==> src/rtl/micro_uart_pkg.sv <==
// Shared OCP constants, bus widths and serializer state encoding for micro_uart.
package micro_uart_pkg;

   localparam int OCP_ADDR_WIDTH = 32;
   localparam int OCP_DATA_WIDTH = 32;
   localparam int OCP_BEN_WIDTH  = 4;

   typedef enum logic [2:0] {
      OCP_CMD_IDLE  = 3'd0,
      OCP_CMD_WRITE = 3'd1,
      OCP_CMD_READ  = 3'd2
   } ocp_cmd_e;

   typedef enum logic [1:0] {
      OCP_RESP_NULL = 2'd0,
      OCP_RESP_DVA  = 2'd1,
      OCP_RESP_FAIL = 2'd2,
      OCP_RESP_ERR  = 2'd3
   } ocp_resp_e;

   typedef enum logic [1:0] {
      TX_IDLE  = 2'd0,
      TX_START = 2'd1,
      TX_DATA  = 2'd2,
      TX_STOP  = 2'd3
   } tx_state_e;

endpackage

==> src/rtl/micro_uart_tx_fifo.sv <==
// Synchronous TX byte FIFO with first-word-fall-through read data.
module micro_uart_tx_fifo
   import micro_uart_pkg::*;
#(
   parameter int DEPTH = 8,
   parameter int WIDTH = 8,
   localparam int PTR_W = $clog2(DEPTH),
   localparam int CNT_W = PTR_W + 1
) (
   input  logic             clk,
   input  logic             nrst,
   input  logic             i_push,
   input  logic             i_pop,
   input  logic [WIDTH-1:0] i_wdata,
   output logic [WIDTH-1:0] o_rdata,
   output logic             o_full,
   output logic             o_empty,
   output logic [CNT_W-1:0] o_count
);

   logic [WIDTH-1:0] r_mem [DEPTH];
   logic [PTR_W-1:0] r_wr_ptr;
   logic [PTR_W-1:0] r_rd_ptr;
   logic [CNT_W-1:0] r_count;
   logic             w_do_push;
   logic             w_do_pop;

   assign w_do_push = i_push & ~o_full;
   assign w_do_pop  = i_pop & ~o_empty;
   assign o_full    = (r_count == CNT_W'(DEPTH));
   assign o_empty   = (r_count == {CNT_W{1'b0}});
   assign o_count   = r_count;
   assign o_rdata   = r_mem[r_rd_ptr];

   // Storage array; no reset since only occupied slots are ever read.
   always_ff @(posedge clk) begin
      if (w_do_push) begin
         r_mem[r_wr_ptr] <= i_wdata;
      end
   end

   // Pointers wrap naturally because DEPTH is a power of two.
   always_ff @(posedge clk or posedge nrst) begin
      if (nrst) begin
         r_wr_ptr <= {PTR_W{1'b0}};
         r_rd_ptr <= {PTR_W{1'b0}};
         r_count  <= {CNT_W{1'b0}};
      end else begin
         if (w_do_push) begin
            r_wr_ptr <= r_wr_ptr + PTR_W'(1);
         end
         if (w_do_pop) begin
            r_rd_ptr <= r_rd_ptr + PTR_W'(1);
         end
         case ({w_do_push, w_do_pop})
            2'b10:   r_count <= r_count + CNT_W'(1);
            2'b01:   r_count <= r_count - CNT_W'(1);
            default: r_count <= r_count;
         endcase
      end
   end

endmodule

==> src/rtl/micro_uart.sv <==
// OCP-slave debug UART: one character register feeding a TX FIFO and an 8N1 serializer.
module micro_uart
   import micro_uart_pkg::*;
#(
   parameter int ADDR_WIDTH = OCP_ADDR_WIDTH,
   parameter int DATA_WIDTH = OCP_DATA_WIDTH,
   parameter int BEN_WIDTH  = OCP_BEN_WIDTH,
   parameter int FIFO_DEPTH = 8,
   parameter int CLK_DIV    = 16,
   parameter int SIM_PRINT  = 1
) (
   input  logic                  clk,
   input  logic                  nrst,
   input  logic [ADDR_WIDTH-1:0] i_MAddr,
   input  logic [2:0]            i_MCmd,
   input  logic [DATA_WIDTH-1:0] i_MData,
   input  logic [BEN_WIDTH-1:0]  i_MByteEn,
   output logic                  o_SCmdAccept,
   output logic [DATA_WIDTH-1:0] o_SData,
   output logic [1:0]            o_SResp,
   output logic                  o_tx
);

   localparam int CNT_W = $clog2(FIFO_DEPTH) + 1;
   localparam int DIV_W = (CLK_DIV > 1) ? $clog2(CLK_DIV) : 1;
   localparam logic [DIV_W-1:0] DIV_LAST    = DIV_W'(CLK_DIV - 1);
   localparam logic [9:0]       CHARREG_IDX = 10'h000;
   localparam int STAT_EMPTY   = 0;
   localparam int STAT_FULL    = 1;
   localparam int STAT_BUSY    = 2;
   localparam int STAT_CNT_LSB = 4;

   function automatic logic [DATA_WIDTH-1:0] status_word(input logic empty, input logic full,
                                                         input logic busy, input logic [3:0] cnt);
      logic [DATA_WIDTH-1:0] word;
      word                     = {DATA_WIDTH{1'b0}};
      word[STAT_EMPTY]         = empty;
      word[STAT_FULL]          = full;
      word[STAT_BUSY]          = busy;
      word[STAT_CNT_LSB +: 4]  = cnt;
      return word;
   endfunction

   logic                  w_full, w_empty, w_is_char, w_cmd_wr, w_cmd_rd;
   logic                  w_wr_char, w_taken, w_push, w_pop, w_tick, w_busy;
   logic [CNT_W-1:0]      w_count;
   logic [7:0]            w_fifo_rdata;
   ocp_resp_e             r_sresp;
   logic [DATA_WIDTH-1:0] r_sdata;
   tx_state_e             r_state, w_state_nxt;
   logic [DIV_W-1:0]      r_div, w_div_nxt;
   logic [2:0]            r_bit, w_bit_nxt;
   logic [7:0]            r_shift, w_shift_nxt;
   logic                  r_tx, w_tx_nxt;
   logic                  w_unused;

   assign w_is_char    = (i_MAddr[11:2] == CHARREG_IDX);
   assign w_cmd_wr     = (i_MCmd == OCP_CMD_WRITE);
   assign w_cmd_rd     = (i_MCmd == OCP_CMD_READ);
   assign w_wr_char    = w_cmd_wr & w_is_char & i_MByteEn[0];
   assign o_SCmdAccept = ~(w_wr_char & w_full);
   assign w_taken      = (w_cmd_wr | w_cmd_rd) & o_SCmdAccept;
   assign w_push       = w_wr_char & ~w_full;
   assign w_busy       = (r_state != TX_IDLE);
   assign w_tick       = (r_div == DIV_LAST);
   assign o_SResp      = r_sresp;
   assign o_SData      = r_sdata;
   assign o_tx         = r_tx;
   assign w_unused     = ^{i_MAddr[ADDR_WIDTH-1:12], i_MAddr[1:0],
                           i_MData[DATA_WIDTH-1:8], i_MByteEn[BEN_WIDTH-1:1]};

   micro_uart_tx_fifo #(.DEPTH(FIFO_DEPTH), .WIDTH(8)) u_fifo (
      .clk     (clk),
      .nrst    (nrst),
      .i_push  (w_push),
      .i_pop   (w_pop),
      .i_wdata (i_MData[7:0]),
      .o_rdata (w_fifo_rdata),
      .o_full  (w_full),
      .o_empty (w_empty),
      .o_count (w_count)
   );

   // One-cycle OCP response; status is captured at the accept edge.
   always_ff @(posedge clk or posedge nrst) begin
      if (nrst) begin
         r_sresp <= OCP_RESP_NULL;
         r_sdata <= {DATA_WIDTH{1'b0}};
      end else if (!w_taken) begin
         r_sresp <= OCP_RESP_NULL;
         r_sdata <= {DATA_WIDTH{1'b0}};
      end else if (!w_is_char) begin
         r_sresp <= OCP_RESP_ERR;
         r_sdata <= {DATA_WIDTH{1'b0}};
      end else if (w_cmd_rd) begin
         r_sresp <= OCP_RESP_DVA;
         r_sdata <= status_word(w_empty, w_full, w_busy, 4'(w_count));
      end else begin
         r_sresp <= OCP_RESP_DVA;
         r_sdata <= {DATA_WIDTH{1'b0}};
      end
   end

   // Serializer state register.
   always_ff @(posedge clk or posedge nrst) begin
      if (nrst) begin
         r_state <= TX_IDLE;
         r_div   <= {DIV_W{1'b0}};
         r_bit   <= 3'd0;
         r_shift <= 8'd0;
         r_tx    <= 1'b1;
      end else begin
         r_state <= w_state_nxt;
         r_div   <= w_div_nxt;
         r_bit   <= w_bit_nxt;
         r_shift <= w_shift_nxt;
         r_tx    <= w_tx_nxt;
      end
   end

   // Serializer next state: each state or data bit lasts CLK_DIV clocks.
   always_comb begin
      w_state_nxt = r_state;
      w_div_nxt   = w_tick ? {DIV_W{1'b0}} : r_div + DIV_W'(1);
      w_bit_nxt   = r_bit;
      w_shift_nxt = r_shift;
      case (r_state)
         TX_IDLE: begin
            w_div_nxt = {DIV_W{1'b0}};
            if (!w_empty) begin
               w_state_nxt = TX_START;
               w_shift_nxt = w_fifo_rdata;
            end else begin
               w_state_nxt = TX_IDLE;
            end
         end
         TX_START: begin
            if (w_tick) begin
               w_state_nxt = TX_DATA;
               w_bit_nxt   = 3'd0;
            end else begin
               w_state_nxt = TX_START;
            end
         end
         TX_DATA: begin
            if (w_tick) begin
               w_shift_nxt = {1'b0, r_shift[7:1]};
               w_bit_nxt   = r_bit + 3'd1;
               w_state_nxt = (r_bit == 3'd7) ? TX_STOP : TX_DATA;
            end else begin
               w_state_nxt = TX_DATA;
            end
         end
         TX_STOP: begin
            if (w_tick) begin
               w_state_nxt = TX_IDLE;
            end else begin
               w_state_nxt = TX_STOP;
            end
         end
         default: begin
            w_state_nxt = TX_IDLE;
            w_div_nxt   = {DIV_W{1'b0}};
         end
      endcase
   end

   // Serializer outputs; the line level is registered from the next state.
   always_comb begin
      w_pop = (r_state == TX_IDLE) & ~w_empty;
      case (w_state_nxt)
         TX_START: w_tx_nxt = 1'b0;
         TX_DATA:  w_tx_nxt = w_shift_nxt[0];
         default:  w_tx_nxt = 1'b1;
      endcase
   end

   generate
      if (SIM_PRINT != 0) begin : g_sim_print
`ifndef SYNTHESIS
         // Console echo of every accepted character.
         always_ff @(posedge clk) begin
            if (w_push && !nrst) begin
               $write("%c", i_MData[7:0]);
            end
         end
`endif
      end
   endgenerate

endmodule

==> config.mk <==
export PLATFORM = sky130hd
export DESIGN_NAME = micro_uart
export DESIGN_NICKNAME = d
export VERILOG_FILES = /design/src/rtl/micro_uart_pkg.sv /design/src/rtl/micro_uart_tx_fifo.sv /design/src/rtl/micro_uart.sv
export SDC_FILE = /design/constraint.sdc
export NUM_CORES = 1
export LEC_CHECK = 0
export CAP_MARGIN = 5
export CORE_MARGIN = 5
export CORE_UTILIZATION = 41
export CTS_BUF_LIST = sky130_fd_sc_hd__clkbuf_8
export DETAILED_ROUTE_END_ITERATION = 10
export PLACE_DENSITY = 0.76
export SLEW_MARGIN = 10
export SYNTH_ARGS = -nofsm -noshare
export SYNTH_HDL_FRONTEND = slang
export SYNTH_SLANG_ARGS = --single-unit
==> constraint.sdc <==
create_clock -name clk -period 5 [get_ports clk]
set_clock_uncertainty 0.15 [all_clocks]
set_input_delay 1 -clock clk [delete_from_list [all_inputs] [get_ports clk]]
set_output_delay 1 -clock clk [all_outputs]
set_load 0.02 [all_outputs]
==> After elaboration in Yosys (flattened, before gate mapping) <==
Memory sizes are Yosys's and may differ from the RTL's.
Index checks and enable logic that the tools add are counted.
{ "op_classes": {"n_reduce_logical": 9, "n_eq_ne": 15, "order_cmp": 0, "n_shift": 0, "div": 0, "n_addsub": 6, "bitwise_logic": 12, "n_mul": 0, "mux": 23} }
{ "ops": {"columns": ["operator", "n"], "rows": [
  ["2-to-1 mux 8 bit", 5],
  ["one-hot mux 8 bit (2 select lines)", 1],
  ["zero test 10 bit", 1],
  ["adder 3 x 1 -> 3 bit (second input constant)", 3],
  ["adder 4 x 1 -> 4 bit (second input constant)", 2],
  ["AND 1 bit", 8],
  ["equality test 2 bit (second input constant)", 4],
  ["equality test 4 bit (second input constant)", 2],
  ["2-to-1 mux 2 bit", 4],
  ["2-to-1 mux 4 bit", 2],
  ["one-hot mux 2 bit (4 select lines)", 1],
  ["one-hot mux 4 bit (2 select lines)", 1],
  ["nonzero test 2 bit", 4],
  ["equality test 2 x 1 -> 1 bit (second input constant)", 3],
  ["2-to-1 mux 3 bit", 2],
  ["inequality test 2 bit (second input constant)", 3],
  ["one-hot mux 3 bit (2 select lines)", 1],
  ["AND reduction 3 bit", 2],
  ["2-to-1 mux 1 bit", 5],
  ["zero test 4 bit", 1],
  ["subtractor 4 x 1 -> 4 bit (second input constant)", 1],
  ["equality test 3 x 1 -> 1 bit (second input constant)", 1],
  ["equality test 3 x 2 -> 1 bit (second input constant)", 1],
  ["equality test 3 bit (second input constant)", 1],
  ["4 further kinds", 6]
]} }
{ "word_totals": {"inputBits": 73, "mem_bits_rw": 64, "romBits": 0, "latchBits": 0, "reg_bits": 62, "wordCells": 77, "memories": 1, "output_inout_bits": 36} }
{ "memory_table": {"columns": ["memory", "words", "width", "rd", "rd_clocked_by_memory_dff", "write_ports", "line", "source"], "rows": [
  ["u_fifo.r_mem", 8, 8, 1, 0, 1, "micro_uart_tx_fifo.sv:21", "logic [WIDTH-1:0] r_mem [DEPTH];"]
]} }

==> Longest topological paths before layout <==
{ "logic_depth": {"ltp_word": 7, "mapped_depth": 11, "mapped_depth_nobuf": 10} }

==> By module <==
From an unflattened synthesis, not the netlist that was laid out.
{ "hier_totals": {"hier_cells": 307, "area_unflattened_um2": 4575.6} }
{ "modules_own_cells": {"columns": ["module", "cells_per_inst", "area_per_inst_um2", "instances", "seq_area_each_um2"], "rows": [
  ["micro_uart_tx_fifo", 161, 3135.5, 1, 2172.1],
  ["micro_uart", 146, 1440.1, 1, 676.9]
]} }

==> Least setup slack after synthesis <==
No wires, ideal clock.
{ "synth_path": {"path_type": "input -> output", "start": "input port i_MAddr[9]", "end": "output port o_SCmdAccept", "t_required_ps": 3850, "setup_slack_ps": 1486, "cell_stages": 4, "n_path_buf": 0, "t_arrival_ps": 2364, "cell_sequence": "or4_4 -> nor4_4 -> and4_2 -> nand2b_1"} }
{ "synth_via": {"elab_chain_len": 5} }
{ "synth_rtl": {"columns": ["element", "line", "source"], "rows": [
  ["start, declared", "micro_uart.sv:14", "input logic [ADDR_WIDTH-1:0] i_MAddr,"],
  ["zero test 10 bit", "micro_uart.sv:57", "assign w_is_char = (i_MAddr[11:2] == CHARREG_IDX);"],
  ["AND 1 bit (2 in a row)", "micro_uart.sv:60", "assign w_wr_char = w_cmd_wr & w_is_char & i_MByteEn[0];"],
  ["AND 1 bit", "micro_uart.sv:61", "assign o_SCmdAccept = ~(w_wr_char & w_full);"],
  ["inverter 1 bit", "micro_uart.sv:61", null],
  ["end, declared", "micro_uart.sv:18", "output logic o_SCmdAccept,"]
]} }
No other way between the ends.

==> Worst setup path in the final report <==
Ends and elaborated chain as after synthesis.

==> results.cfg <==
[run_status]
status = finished, final reports clean

[route]
wl_mm = 7.35
vias_per_cell = 5.14
drt_iter0_drc = 172
num_vias = 2423
drtPass1Iterations = 4
drtAntennaViolNets = 0
drc = 0
routedWlPerCell_um = 15.6

[sta]
max_freq_mhz = 230
hold_viol = 0
period_minus_slack_ps = 4340
slew_headroom_pct = 31.0
worst_pin_slew_ps = 1030
setup_viol = 0
maxSlewViolCount = 0
rsz0062_at_grt = false
post-route-period-util_pct = 86.8
tns_ps = 0

[clocking]
cts_sinks = 101
cts_max_path_buffers = 2
htreeDepth = 3
cts_tree = built
cts-root-buf = clkbuf_8
ctsResizeCount = 0
postCtsSetupBuffers = 0
clkTransAtPathRegs_ps = 100
ctsHoldBuffers = 0
numCtsBuffers = 9
insertion_delay_ps = 360

[place]
numPortBuffers = 34
place.gp.congestion = 0.765
dpl.hpwl_mm = 5.05

[job]
maxCapViolCount = 0

[cells_and_area]
diodes = 0
final_core_utilization_pct = 47.9
final_common_cell = edfxtp_1
final_cell_mix = edfxtp_1 (64), dfrtp_1 (36), clkdlybuf4s50_1 (34), conb_1 (25), nand2_1 (19)
fillCellCount = 887
multi_input_area_um2 = 1370
regArea_um2 = 2850
nets = 411
area_growth_pct = 13.6
drive_gt1_share_pct = 13.1

[synth]
yosysUniqueCellTypes = 45
ys.warnings.count = 0
yosysTopAreaCell = edfxtp_1
syn_avg_cell_area_um2 = 15.0
synth_top_area_share_pct = 43.9
synthFlopType = edfxtp_1
synth_enable_flop_cells = 64
synth-seq-cells = 101
yosysSeqAreaShare_pct = 65.2
async_reset_ff_share_pct = 36.6
syn_inst = 292
synth.area.top_cells = edfxtp_1 (44%), dfrtp_1 (21%), mux4_2 (8.2%), buf_4 (4.3%), ha_1 (2.3%)
synth.cell_area_um2 = 4370

[pwr]
power_mw = 2.09
peakVddDrop_v = 0.000255
power.density_nw_per_um2 = 421
p_leak_nw = 1.84

[floorplan]
rows = 37
die_h_um = 113
die_area_um2 = 12800
boundaryPins = 109
die_x_um = 113
core_um2 = 10400
initial_core_util_pct = 42.2

[hold_path]
hold_depth = 1
hp-class = flip-flop to flip-flop

[global_routing]
overflow = 0
grt_pass1_vias = 2294
grt_usage_pct = 12.0
grt_pass1_wl_mm = 11.9
grt_max_degree = 38
antenna_found_initial = 0

[critical_path]
crit_arrival_ps = 3190
r2r_start = u_fifo.o_count[0]
r2r_cells = 10
cpPeakStageDelay_ps = 540
critPathKind = input port to output pin
critical_path.endpoint = o_SCmdAccept
worstSetupEndpointType = output pin
critPathLaunchType = input port
crit_fanout = 8
path_cells = clkdlybuf4s50_1 > or4_4 > nor4_4 > buf_4 > and4_2 > nand2b_1 > clkdlybuf4s50_1
startpoint = i_MAddr[9]
cpMaxStageDelayCell = or4_4
crit_path_frequent_cell = clkdlybuf4s50_1
crit_required_ps = 3850
ff2ff_setup_slack_ps = 1930
r2r-end = u_fifo.o_count[2]
[power breakdown]
part	switching (mW)	internal [mW]	total (mW)
registers	0.163	0.979	1.14
clock network	0.296	0.193	0.489
logic	0.197	0.261	0.458
[final cells by class]
type | count | share of cell area [%]
clock inverters | 7 | 1.36
flip-flops and latches | 101 | 57.4
clock buffers | 9 | 2.49
multi-input cells | 177 | 27.7
well taps | 136 | 3.43
inverters | 3 | 0.227
repair buffers | 38 | 7.46
[per-layer routing]
layer	global-route usage [%]	vias to the layer above	wire, um
met5	0	-	0
met4	3.29	0	67
met3	3.80	8	487
met2	19.2	78	3610
met1	15.9	1219	3180
li1	-	1118	-
[registers in the layout (all words and copies together), names as in the netlist]
register         cells
u_fifo.r_wr_ptr      3
o_SData              7
r_bit                3
u_fifo.r_mem        64
u_fifo.o_count       4
r_shift              8
o_SResp              2
r_div                4
u_fifo.r_rd_ptr      3
r_state              2
o_tx                 1
[critical path, delay by kind of cell]
kind,cells,cell delay [ps]
buffers and inverters,3,1140
and+or+nand+nor,4,1050
[worst min path at each step]
| stage | start | to | slack (ps) |
|---|---|---|---|
| floorplan | r_div[0] | r_div[0] | 290 |
| global placement | r_div[0] | r_div[0] | 300 |
| detailed placement | r_div[0] | r_div[0] | 310 |
| CTS | r_div[0] | r_div[0] | 330 |
| global route | r_div[0] | r_div[0] | 340 |
| finish | r_div[0] | r_div[0] | 330 |
[cell usage after synthesis (3+ instances only)]
cell / count
nor2_1: 17
and2_1: 6
xor2_1: 6
xnor2_1: 7
ha_1: 8
nand3_1: 5
nand2b_1: 4
a32oi_1: 6
a21oi_1: 4
edfxtp_1: 64
dfrtp_1: 36
a22o_1: 3
buf_4: 25
inv_1: 3
a22oi_1: 6
nand2_1: 19
mux4_2: 16
buf_2: 3
o21ai_0: 8
nor3_1: 8
clkbuf_1: 7
[per-stage QoR]
stage                     cells  instance area [um^2]  hold slack, ps  setup WS, ps
final                       471                  4970             330           658
after global routing        471                  4970             337           592
after CTS                   471                  4970             326           653
after floorplan             316                  4460             294          1490
after global placement      455                  4770             305           680
after detailed placement    455                  4770             312           661
[kinds of logic after synthesis]
| group | share of synthesized area, % |
|---|---|
| other cells | 0.0858 |
| mux | 9.30 |
| simple gates | 9.81 |
| flops | 65.2 |
| xor+xnor | 2.60 |
| compound gates | 5.26 |
| fa+ha+maj | 2.29 |
| buf+inv | 5.49 |
Power figures use the tool's default switching activity.
